### config.mk
export PLATFORM = sky130hd
export DESIGN_NAME = parking_tyre_classifier
export DESIGN_NICKNAME = d
export VERILOG_FILES = /design/src/rtl/parking_tyre_classifier.sv
export SDC_FILE = /design/constraint.sdc
export NUM_CORES = 1
export LEC_CHECK = 0
export ABC_AREA = 1
export BUFFER_PORTS_ARGS = -buffer_cell sky130_fd_sc_hd__buf_2
export CAP_MARGIN = 15
export CORE_MARGIN = 2
export CORE_UTILIZATION = 45
export CTS_BUF_LIST = sky130_fd_sc_hd__clkbuf_8
export DETAILED_ROUTE_END_ITERATION = 8
export SETUP_SLACK_MARGIN = 0.15
export SLEW_MARGIN = 20
export SYNTH_ARGS = -nofsm -noshare
export SYNTH_HDL_FRONTEND = slang
export SYNTH_SLANG_ARGS = --single-unit
### constraint.sdc
create_clock -name clk -period 1.6 [get_ports clk]
set_clock_uncertainty 0.05 [all_clocks]
set_input_delay 0.08 -clock clk [delete_from_list [all_inputs] [get_ports clk]]
set_output_delay 0.08 -clock clk [all_outputs]
set_load 0.005 [all_outputs]
### src/rtl/parking_tyre_classifier.sv
`default_nettype none
// ============================================================================
// Module   : parking_tyre_classifier
// Brief    : Measures debounced tyre pulses, classifies bicycle/car/oversize,
//            counts axles and emits one valid/ack record per vehicle.
// Revision : 1.0 - initial release
// ============================================================================
module parking_tyre_classifier #(
    parameter int W         = 4,
    parameter int CYCLE_MIN = 2,
    parameter int CYCLE_MAX = 4,
    parameter int CAR_MAX   = 10,
    parameter int GAP_MAX   = 8
) (
    input  logic       clk,
    input  logic       rst_n,
    input  logic       db_in,
    input  logic       veh_ack,
    output logic       veh_valid,
    output logic [1:0] veh_class,
    output logic [2:0] axle_cnt,
    output logic       busy,
    output logic       err_ovr
);

    localparam int             c_gw        = $clog2(GAP_MAX + 1);
    localparam logic [W-1:0]   c_wmax      = '1;
    localparam logic [W-1:0]   c_cyc_min   = W'(CYCLE_MIN);
    localparam logic [W-1:0]   c_cyc_max   = W'(CYCLE_MAX);
    localparam logic [W-1:0]   c_car_max   = W'(CAR_MAX);
    localparam logic [c_gw-1:0] c_gap_last = c_gw'(GAP_MAX - 1);

    typedef enum logic [1:0] {
        S_IDLE   = 2'd0,
        S_PULSE  = 2'd1,
        S_GAP    = 2'd2,
        S_REPORT = 2'd3
    } state_t;

    state_t          r_state,    w_state;
    logic [W-1:0]    r_wcnt,     w_wcnt;
    logic [c_gw-1:0] r_gcnt,     w_gcnt;
    logic            r_seen_cyc, w_seen_cyc;
    logic            r_seen_car, w_seen_car;
    logic            r_seen_big, w_seen_big;
    logic            r_valid,    w_valid;
    logic [1:0]      r_class,    w_class;
    logic [2:0]      r_axle,     w_axle;
    logic            r_busy,     w_busy;
    logic            r_err,      w_err;
    logic [2:0]      w_axle_inc;

    always_ff @(posedge clk or posedge rst_n) begin
        if (rst_n) begin
            r_state    <= S_IDLE;
            r_wcnt     <= '0;
            r_gcnt     <= '0;
            r_seen_cyc <= 1'b0;
            r_seen_car <= 1'b0;
            r_seen_big <= 1'b0;
            r_valid    <= 1'b0;
            r_class    <= 2'b00;
            r_axle     <= 3'd0;
            r_busy     <= 1'b0;
            r_err      <= 1'b0;
        end else begin
            r_state    <= w_state;
            r_wcnt     <= w_wcnt;
            r_gcnt     <= w_gcnt;
            r_seen_cyc <= w_seen_cyc;
            r_seen_car <= w_seen_car;
            r_seen_big <= w_seen_big;
            r_valid    <= w_valid;
            r_class    <= w_class;
            r_axle     <= w_axle;
            r_busy     <= w_busy;
            r_err      <= w_err;
        end
    end

    always_comb begin
        w_state    = r_state;
        w_wcnt     = r_wcnt;
        w_gcnt     = r_gcnt;
        w_seen_cyc = r_seen_cyc;
        w_seen_car = r_seen_car;
        w_seen_big = r_seen_big;
        w_valid    = r_valid;
        w_class    = r_class;
        w_axle     = r_axle;
        w_err      = r_err;
        w_axle_inc = (r_axle == 3'd7) ? r_axle : r_axle + 3'd1;

        case (r_state)
            S_IDLE: begin
                if (db_in) begin
                    w_state = S_PULSE;
                    w_wcnt  = {{(W-1){1'b0}}, 1'b1};
                end
            end
            S_PULSE: begin
                if (db_in) begin
                    w_wcnt = (r_wcnt == c_wmax) ? r_wcnt : r_wcnt + 1'b1;
                end else begin
                    // The falling sample is the first low of the gap.
                    w_gcnt = {{(c_gw-1){1'b0}}, 1'b1};
                    if (r_wcnt < c_cyc_min) begin
                        w_state = (r_axle != 3'd0) ? S_GAP : S_IDLE;
                    end else begin
                        w_state = S_GAP;
                        w_axle  = w_axle_inc;
                        if (r_wcnt <= c_cyc_max)
                            w_seen_cyc = 1'b1;
                        else if (r_wcnt <= c_car_max)
                            w_seen_car = 1'b1;
                        else
                            w_seen_big = 1'b1;
                    end
                end
            end
            S_GAP: begin
                if (db_in) begin
                    w_state = S_PULSE;
                    w_wcnt  = {{(W-1){1'b0}}, 1'b1};
                end else if (r_gcnt == c_gap_last) begin
                    w_state = S_REPORT;
                    w_valid = 1'b1;
                    if (r_seen_big || (r_seen_cyc && r_seen_car))
                        w_class = 2'b11;
                    else if (r_seen_cyc)
                        w_class = 2'b01;
                    else
                        w_class = 2'b10;
                end else begin
                    w_gcnt = r_gcnt + 1'b1;
                end
            end
            S_REPORT: begin
                if (veh_ack) begin
                    w_valid    = 1'b0;
                    w_class    = 2'b00;
                    w_axle     = 3'd0;
                    w_seen_cyc = 1'b0;
                    w_seen_car = 1'b0;
                    w_seen_big = 1'b0;
                    if (db_in) begin
                        w_state = S_PULSE;
                        w_wcnt  = {{(W-1){1'b0}}, 1'b1};
                    end else begin
                        w_state = S_IDLE;
                    end
                end else if (db_in) begin
                    // Tyre activity while the record is still pending is lost.
                    w_err = 1'b1;
                end
            end
            default: begin
                w_state = S_IDLE;
            end
        endcase

        w_busy = (w_state != S_IDLE);
    end

    assign veh_valid = r_valid;
    assign veh_class = r_class;
    assign axle_cnt  = r_axle;
    assign busy      = r_busy;
    assign err_ovr   = r_err;

endmodule
`default_nettype wire

==> results of run 1 <==
[cells in the mapped netlist, drive strengths merged]
cell type	n
nand3	10
inv	22
clkinv	1
o21bai	2
dfrtp	21
nor2	21
ha	5
nand2	48
nand4	2
a21oi	2
xor2	3
or2	2
o21ai	18
o31ai	1
[power by group through the flow]
stage / clock, W / sequential [W] / combinational [W]
2_1_floorplan: 0 / 0.000921 / 0.000794
3_3_place_gp: 0 / 0.000939 / 0.00104
3_5_place_dp: 0 / 0.000944 / 0.00105
4_1_cts: 0.000356 / 0.000937 / 0.00106
5_1_grt: 0.000384 / 0.000983 / 0.00131
6_report: 0.000340 / 0.000946 / 0.00111
[per-stage QoR]
stage / instances / hold WS (ns) / worst slack (ns)
3_3_place_gp: 200 / 0.0711 / 0.215
3_5_place_dp: 200 / 0.0794 / 0.197
6_report: 206 / 0.139 / 0.227
4_1_cts: 205 / 0.131 / 0.178
2_1_floorplan: 158 / 0.00653 / 0.284
5_1_grt: 206 / 0.153 / 0.130
[critical path: stages, from the launching register on]
cell	delay (ns)
dfrtp_1	0.40
buf_4	0.15
inv_2	0.06
ha_4	0.12
nand4_1	0.09
nand2_1	0.10
nand3_2	0.07
or2_1	0.22
[how the worst max path moves through the flow]
stage          depth (start not counted)     endpoint  slack, ns         from
6_report                               7         busy       0.23  axle_cnt[0]
5_1_grt                                7  axle_cnt[1]       0.13  axle_cnt[0]
4_1_cts                                7  axle_cnt[1]       0.18  axle_cnt[0]
3_5_place_dp                           7  axle_cnt[1]       0.20  axle_cnt[0]
3_3_place_gp                           7  axle_cnt[0]       0.21  axle_cnt[0]
2_1_floorplan                          7  axle_cnt[0]       0.28  axle_cnt[0]
[cells by family after synthesis]
kind of cell	share of synthesized area, %
and+or+nand+nor	31.3
AOI/OAI and AO/OA	11.5
buffers and inverters	7.14
DFF	42.8
adders and majority gates	5.10
xor gates and xnor gates	2.14
[metal layers]
metal / up-vias / track usage (%) / part of all wire, %
met4: 0 / 6.12 / 1.5
met1: 447 / 24.7 / 54
met3: 5 / 2.79 / 2.8
met2: 13 / 22.5 / 42
li1: 532 / - / -
met5: - / 0 / 0
[layout by cell type (no fill, tap or decap)]
master         netlist  routed
nand2_1             45      45
dfrtp_1             21      19
inv_1               17      16
nor2_1              14      12
o21ai_0             11      11
buf_2                0      11
nand3_1              9       8
inv_2                5       6
nor2_2               3       5
nor2_4               4       4
o21ai_1              4       4
xor2_1               3       3
ha_1                 5       3
clkbuf_8             0       3
nand4_1              2       2
clkinv_2             1       2
nand2_2              3       2
nand3_2              1       2
a21oi_1              2       2
o21bai_1             2       2
o21ai_2              2       2
buf_4                0       2
dfrtp_2              0       2
nand2_4              0       1
o21ai_4              1       1
or2_2                1       1
or2_1                1       1
o31ai_1              1       1
ha_4                 0       1
ha_2                 0       1
dlygate4sd3_1        0       1
[sequential cells by signal, indices dropped and copies added, names as in the netlist]
| name | count |
|---|---|
| axle_cnt | 3 |
| err_ovr | 1 |
| veh_class | 2 |
| busy | 1 |
| r_seen_car | 1 |
| r_wcnt | 4 |
| r_seen_big | 1 |
| veh_valid | 1 |
| r_state | 2 |
| r_seen_cyc | 1 |
| r_gcnt | 4 |
[repair_timing]
action | in CTS | in global routing
resized for setup | 0 | 10
endpoints found under the hold margin | 21 | 0
setup buffers | 0 | 1
endpoints found under the setup margin | 0 | 15
hold buffers | 1 | 0
[cell type report]
cell class	instances	area (µm²)
clock buffers	3	41.3
clock inverters	1	5.00
fillers	252	1100
inverters	23	87.6
multi-input cells	114	644
flip-flops and latches	21	528
well taps	30	37.5
repair buffers	14	80.1
==> impl_metrics.py, run 1 <==
metrics = {
    "timing": {
        "fin_tns_setup_ns": 0,
        "finalCritPeriodShare_pct": 85.8,
        "min_period_ns": 1.37,
        "max_freq_mhz": 728,
        "slew_headroom_pct": 81.9,
        "setup_viol": 0,
        "rsz0062_at_grt": "yes",
        "final-hold-violation-count": 0,
        "report.final.slew_viol_count": 0,
        "worst_pin_slew_ns": 0.271,
    },
    "min_path": {
        "holdCritStartpoint": "db_in",
        "hold_depth": 3,
        "worstHoldEndpoint": "r_state[0]",
        "min_path_type": "in2reg",
    },
    "worst_setup_path": {
        "worstRegToRegCells": 7,
        "required_ns": 1.70,
        "reg2reg_slack_ns": 0.23,
        "startpoint_type": "flip-flop",
        "crit_type": "reg2reg",
        "endpoint_kind": "flip-flop",
        "critPathMaxFanout": 3,
        "arrival_ns": 1.47,
        "worst_r2r_endpoint": "busy",
        "reg2reg_from": "axle_cnt[0]",
    },
    "route": {
        "viasPerCell": 4.84,
        "drt-pass1-iter-count": 4,
        "post-route-drc-count": 0,
        "antenna_left": 0,
        "wirelength_um": 2220,
        "wire_per_inst_um": 10.8,
        "initialDrtViolationCount": 18,
        "dr_total_vias": 997,
    },
    "grt": {
        "grt_pass1_vias": 947,
        "grt_usage_pct": 16.2,
        "grt_start_max_net_pins": 22,
        "grt_pass1_wl_um": 4070,
        "antenna_found_initial": 0,
        "grt-ovfl-total": 0,
    },
    "synthesis": {
        "synth.largest_area_cell": "dfrtp_1",
        "yosys_warnings": 0,
        "synthesis.area_um2": 1230,
        "yosysSeqAreaShare_pct": 42.8,
        "synth_cell_types": 23,
        "synth_seq_cells": 21,
        "syn-instance-count": 158,
        "syn-num-nets": 167,
        "synth_area_per_cell_um2": 7.77,
        "synthDominantCellAreaShare_pct": 42.8,
        "synth.area.top_cells": "dfrtp_1 (43%), nand2_1 (14%), inv_1 (5.2%)",
    },
    "clocking": {
        "clock_latency_ns": 0.26,
        "cts_root_buffer": "clkbuf_8",
        "h-tree-depth": 1,
        "clkTransAtPathRegs_ns": 0.07,
        "clockBufferDepth": 2,
        "cts-buffers-inserted": 3,
        "tritoncts": "done",
        "clock_sinks": 21,
    },
    "run_status": {
        "outcome": "complete, no violations",
    },
    "floorplan": {
        "die_w_um": 56.2,
        "fp.dieH_um": 56.2,
        "initial_core_util_pct": 48.7,
        "dieArea_um2": 3160,
        "ios": 12,
        "rows": 18,
        "core_um2": 2520,
    },
    "finish": {
        "syn_to_final_growth_pct": 16.0,
        "fin_util_pct": 56.4,
        "nNetsFinal": 186,
        "drive_gt1_share_pct": 26.1,
        "n_antenna_cell": 0,
        "final_cell_area_um2": 1420,
    },
    "power_and_ir_drop": {
        "cell_internal_pwr_w": 0.00138,
        "power_w": 0.00240,
        "power.switching_w": 0.00102,
        "clkPwrFrac_pct": 14.2,
        "peakVddDrop_uv": 906,
        "comb_power_share_pct": 46.3,
        "seq_power_share_pct": 39.5,
        "power.density_nw_per_um2": 1680,
        "power.leakage_nw": 0.714,
        "swShare_pct": 42.5,
    },
    "job": {
        "drv_cap": 0,
    },
    "placed_design": {
        "io_buffers": 11,
        "hpwl_um": 1700,
        "place_area_um2": 1330,
        "place_congestion": 0.818,
    },
}
Note: power is estimated with default switching activity, not from simulation.
==> run 2: changes to the inputs <==
==> constraint.sdc (replaced) <==
create_clock -name clk -period 1.8 [get_ports clk]
set_clock_uncertainty 0.05 [all_clocks]
set_input_delay 0.09 -clock clk [delete_from_list [all_inputs] [get_ports clk]]
set_output_delay 0.09 -clock clk [all_outputs]
set_load 0.005 [all_outputs]
==> impl_metrics.py, run 2 (synthesis results as in run 1) <==
metrics = {
    "clocking": {
        "clock_sinks": 21,
        "tritoncts": "done",
        "h-tree-depth": 1,
        "cts_hold_buf": 1,
        "post_cts_resized": 0,
        "cts_setup_buffers": 0,
        "cts-buffers-inserted": 3,
        "clockBufferDepth": 2,
        "clock_latency_ns": 0.26,
        "cts_root_buffer": "clkbuf_8",
        "clkTransAtPathRegs_ns": 0.07,
    },
    "timing": {
        "setup_viol": 0,
        "report.final.slew_viol_count": 0,
        "finalCritPeriodShare_pct": 78.5,
        "rsz0062_at_grt": "no",
        "worst_pin_slew_ns": 0.268,
        "slew_headroom_pct": 82.1,
        "max_freq_mhz": 708,
        "min_period_ns": 1.41,
        "fin_tns_setup_ns": 0,
        "setup_slack_ns": 0.387,
        "final-hold-violation-count": 0,
    },
    "worst_setup_path": {
        "endpoint_kind": "flip-flop",
        "worst_r2r_endpoint": "axle_cnt[1]",
        "cp_slowest_cell": "dfrtp_1",
        "startpoint_type": "flip-flop",
        "reg2reg_from": "axle_cnt[0]",
        "crit_end": "axle_cnt[1]",
        "reg2reg_slack_ns": 0.39,
        "crit_type": "reg2reg",
        "max_stage_delay_ns": 0.42,
        "path_common_cell": "ha_1",
        "crit_family": "flip-flops",
        "cp_num_cells": 7,
        "worstRegToRegCells": 7,
        "required_ns": 1.94,
        "arrival_ns": 1.55,
        "startpoint": "axle_cnt[0]",
        "critPathBufInv": 1,
        "critPathMaxFanout": 6,
        "path_cells": "ha_1, ha_1, o21ai_2, inv_2, nor2_4, nand2_1, o21ai_1",
    },
    "route": {
        "initialDrtViolationCount": 25,
        "viasPerCell": 4.84,
        "wirelength_met1_um": 1160,
        "wl_met2_um": 878,
        "top_layer": "met4",
        "met3_length_um": 89,
        "wire_per_inst_um": 10.5,
        "dr_total_vias": 993,
        "drt-pass1-iter-count": 4,
        "post-route-drc-count": 0,
        "antenna_left": 0,
        "wirelength_um": 2160,
    },
    "grt": {
        "grt-ovfl-total": 0,
        "grt_pass1_wl_um": 4070,
        "grt_usage_pct": 16.2,
        "grt_start_max_net_pins": 22,
        "antenna_found_initial": 0,
        "grt_pass1_vias": 947,
    },
    "finish": {
        "syn_to_final_growth_pct": 12.7,
        "layout_common_cells": "nand2_1 (45), dfrtp_1 (21), inv_1 (17)",
        "fill_cells": 258,
        "n_antenna_cell": 0,
        "fin_util_pct": 54.9,
        "drive_gt1_share_pct": 21.1,
        "ff_latch_area_um2": 526,
        "nNetsFinal": 185,
        "final_cell_area_um2": 1380,
        "final_common_cell": "nand2_1",
        "multi_input_area_um2": 614,
    },
    "floorplan": {
        "dieArea_um2": 3160,
        "die_w_um": 56.2,
        "ios": 12,
        "rows": 18,
        "core_um2": 2520,
        "fp.dieH_um": 56.2,
        "initial_core_util_pct": 48.7,
    },
    "power_and_ir_drop": {
        "cell_internal_pwr_w": 0.00118,
        "power_w": 0.00206,
        "clkPwrFrac_pct": 14.8,
        "power.leakage_nw": 0.701,
        "seq_power_share_pct": 40.4,
        "peakVddDrop_uv": 785,
        "comb_power_share_pct": 44.9,
        "swShare_pct": 42.5,
        "power.switching_w": 0.000874,
        "power.density_nw_per_um2": 1490,
    },
    "placed_design": {
        "pre_cts_slack_ns": 0.397,
        "io_buffers": 11,
        "hpwl_um": 1700,
        "place_area_um2": 1330,
        "place_congestion": 0.818,
    },
    "job": {
        "drv_cap": 0,
    },
    "run_status": {
        "outcome": "complete, no violations",
    },
    "min_path": {
        "min_path_type": "in2reg",
    },
}
[run 2: cell count changes in the layout (fill, tap and decap cells not counted), sizes merged]
cell  change
buf       -1
[run 2: final cells by class]
cell class	instances	area share (%)
timing repair buffer	13	5.24
sequential	21	38.0
clock buffer	3	2.98
inverter	23	6.33
tap	30	2.71
clock inverter	1	0.362
multi-input combinational	114	44.4
[run 2: layer usage]
| layer | up-vias | GRT usage (%) |
|---|---|---|
| met5 | - | 0 |
| met4 | 0 | 6.12 |
| met3 | 5 | 2.79 |
| met2 | 19 | 22.5 |
| met1 | 436 | 24.7 |
| li1 | 533 | - |
[run 2: how the worst min path moves through the flow]
stage	from	to	slack, ns	depth (start not counted)
finish	db_in	r_state[0]	0.14	3
global placement	rst_n	veh_valid	0.08	3
floorplan	rst_n	axle_cnt[0]	0.02	1
CTS	db_in	err_ovr	0.14	3
detailed placement	rst_n	veh_valid	0.09	3
global route	db_in	err_ovr	0.16	3
[run 2: power groups by stage]
stage / sequential [W] / combinational, W / clock, W
2_1_floorplan: 0.000818 / 0.000705 / 0
3_3_place_gp: 0.000835 / 0.000928 / 0
3_5_place_dp: 0.000840 / 0.000936 / 0
4_1_cts: 0.000833 / 0.000942 / 0.000316
5_1_grt: 0.000864 / 0.00110 / 0.000341
6_report: 0.000830 / 0.000924 / 0.000304
[run 2: tightest hold or removal path: stages]
cell	delay (ns)
buf_2	0.16
nand2_1	0.07
nand3_1	0.09
[run 2: per-stage QoR]
step,instances,hold WS (ns)
finish,205,0.138
global route,205,0.155
CTS,205,0.141
detailed placement,200,0.0894
global placement,200,0.0811
floorplan,158,0.0165
==> run 3: changes to the inputs <==
--- a/config.mk
+++ b/config.mk
@@ -12,6 +12,7 @@
 export CORE_UTILIZATION = 45
 export CTS_BUF_LIST = sky130_fd_sc_hd__clkbuf_8
 export DETAILED_ROUTE_END_ITERATION = 8
+export PLACE_DENSITY = 0.66
 export SETUP_SLACK_MARGIN = 0.15
 export SLEW_MARGIN = 20
 export SYNTH_ARGS = -nofsm -noshare
==> constraint.sdc (replaced) <==
create_clock -name clk -period 1.3 [get_ports clk]
set_clock_uncertainty 0.05 [all_clocks]
set_input_delay 0.065 -clock clk [delete_from_list [all_inputs] [get_ports clk]]
set_output_delay 0.065 -clock clk [all_outputs]
set_load 0.005 [all_outputs]
==> impl_metrics.py, run 3 (synthesis results as in run 1) <==
metrics = {
    "floorplan": {
        "dieArea_um2": 3160,
        "initial_core_util_pct": 48.7,
        "ios": 12,
        "core_um2": 2520,
        "die_w_um": 56.2,
        "rows": 18,
        "fp.dieH_um": 56.2,
    },
    "power_and_ir_drop": {
        "cell_internal_pwr_w": 0.00219,
        "power.leakage_nw": 0.866,
        "comb_power_share_pct": 57.2,
        "power.density_nw_per_um2": 2160,
        "seq_power_share_pct": 31.5,
        "swShare_pct": 42.5,
        "clkPwrFrac_pct": 11.3,
        "peakVddDrop_uv": 1660,
        "power.switching_w": 0.00162,
    },
    "grt": {
        "grt-ovfl-total": 0,
        "grt_busiest_layer": "met2",
        "grtUsageMet3_pct": 3.26,
        "antenna_found_initial": 0,
        "grt_pass1_wl_um": 5230,
        "grt_start_max_net_pins": 22,
        "gr-usage-met1_pct": 24.9,
        "grt_usage_pct": 20.8,
        "grtUsageMet2_pct": 37.5,
        "grt_pass1_vias": 1223,
    },
    "finish": {
        "final_cell_area_um2": 1770,
        "n_antenna_cell": 0,
        "syn_to_final_growth_pct": 43.9,
        "drive_gt1_share_pct": 41.3,
        "layout_common_cells": "nand2_1 (41), buf_4 (19), inv_1 (18), dfrtp_1 (18), o21ai_1 (12)",
        "fill_cells": 193,
        "fin_util_pct": 70.0,
        "nNetsFinal": 211,
        "final_common_cell": "nand2_1",
        "fin_cells": 231,
    },
    "clocking": {
        "tritoncts": "done",
        "h-tree-depth": 1,
        "cts_root_buffer": "clkbuf_8",
        "clkTransAtPathRegs_ns": 0.08,
        "clock_sinks": 21,
        "cts-buffers-inserted": 3,
        "clockBufferDepth": 2,
        "clock_latency_ns": 0.27,
    },
    "worst_setup_path": {
        "crit_family": "simple AND/OR/NAND/NOR gates",
        "path_cells": "nand2_4, nor2_4, a21oi_2, nand3_2, or2_1",
        "critPathMaxFanout": 5,
        "max_stage_delay_ns": 0.49,
        "critPathBufInv": 0,
        "crit_type": "reg2reg",
        "startpoint_type": "flip-flop",
        "cp_slowest_cell": "dfrtp_2",
        "arrival_ns": 1.44,
        "required_ns": 1.40,
        "endpoint_kind": "flip-flop",
    },
    "route": {
        "post-route-drc-count": 0,
        "initialDrtViolationCount": 27,
        "dr_total_vias": 1165,
        "drt-pass1-iter-count": 4,
        "wire_per_inst_um": 12.4,
        "antenna_left": 0,
        "wirelength_um": 2870,
        "viasPerCell": 5.04,
    },
    "timing": {
        "worst_pin_slew_ns": 0.276,
        "setup_viol": 7,
        "finalCritPeriodShare_pct": 103,
        "setup_slack_ns": -0.0383,
        "max_freq_mhz": 747,
        "slew_headroom_pct": 81.6,
        "min_period_ns": 1.34,
        "report.final.slew_viol_count": 0,
        "rsz0062_at_grt": "yes",
        "final-hold-violation-count": 0,
    },
    "placed_design": {
        "place_area_um2": 1420,
        "place_congestion": 0.780,
        "dp_cells": 209,
        "pre_cts_slack_ns": -0.0585,
        "io_buffers": 11,
        "hpwl_um": 1920,
    },
    "run_status": {
        "outcome": "finished with violations",
        "violations": "setup timing",
    },
    "min_path": {
        "min_path_type": "in2reg",
    },
    "job": {
        "drv_cap": 0,
    },
}
[run 3: cell count changes in the layout (fill, tap and decap cells not counted), moves of 3 or more]
| cell | previous run | this run |
|---|---|---|
| o21ai_0 | 11 | 0 |
| buf_6 | 0 | 8 |
| dfrtp_1 | 21 | 18 |
| dfrtp_2 | 0 | 3 |
| ha_1 | 5 | 2 |
| nand2_1 | 45 | 41 |
| nor2_4 | 4 | 10 |
| nor2_1 | 14 | 10 |
| o21ai_1 | 4 | 12 |
| buf_4 | 1 | 19 |
[run 3: power groups by stage]
stage | Clock [W] | Combinational [W] | Sequential (W)
after CTS | 0.000440 | 0.00202 | 0.00120
after detailed placement | 0 | 0.00151 | 0.00116
after floorplan | 0 | 0.00100 | 0.00115
after global routing | 0.000468 | 0.00243 | 0.00125
final | 0.000432 | 0.00218 | 0.00120
after global placement | 0 | 0.00145 | 0.00115
[run 3: per-layer routing]
metal	vias to the layer above	part of all wire [%]
met5	-	0
met4	0	1.6
met3	5	2.8
met2	17	52
met1	555	44
li1	588	-
[run 3: path summary, 6_finish.rpt]
| path | endpoint | slack (ns) | start | cells after the start |
|---|---|---|---|---|
| max reg2reg | busy | -0.04 | r_state[1] | 5 |
| max | busy | -0.04 | r_state[1] | 5 |
| min in group asynchronous | r_gcnt[1] | 0.31 | rst_n | 4 |
| min | err_ovr | 0.12 | veh_ack | 4 |
| min reg2reg | err_ovr | 0.42 | err_ovr | 1 |
| max in group asynchronous | r_wcnt[1] | 0.64 | rst_n | 4 |
[run 3: area by class of cell]
| type | instances | area [µm²] | share of cell area (%) |
|---|---|---|---|
| Sequential cell | 21 | 529 | 30.0 |
| Inverter | 23 | 96.3 | 5.45 |
| Tap cell | 30 | 37.5 | 2.12 |
| Clock buffer | 3 | 41.3 | 2.34 |
| Timing Repair Buffer | 39 | 298 | 16.9 |
| Multi-Input combinational cell | 114 | 761 | 43.1 |
| Clock inverter | 1 | 3.75 | 0.212 |
[run 3: stage by stage]
step	hold slack (ns)	setup TNS (ns)	power (W)
after floorplan	-0.00861	0	0.00215
after global placement	0.0603	-0.0131	0.00260
after detailed placement	0.0672	-0.181	0.00267
after CTS	0.114	-0.166	0.00366
after global routing	0.156	-1.15	0.00415
final	0.116	-0.190	0.00382
[run 3: worst reg2reg max path: stages, from the launching register on]
cell and delay, ns:
dfrtp_2 0.49, nand2_4 0.15, nor2_4 0.06, a21oi_2 0.13, nand3_2 0.11, or2_1 0.24
[run 3: timing repair]
action,CTS,global route
endpoints found under the hold margin,21,0
resized for setup,44,7
hold buffers,1,0
pin swaps,15,11
buffers inserted,12,5
endpoints found under the setup margin,19,21
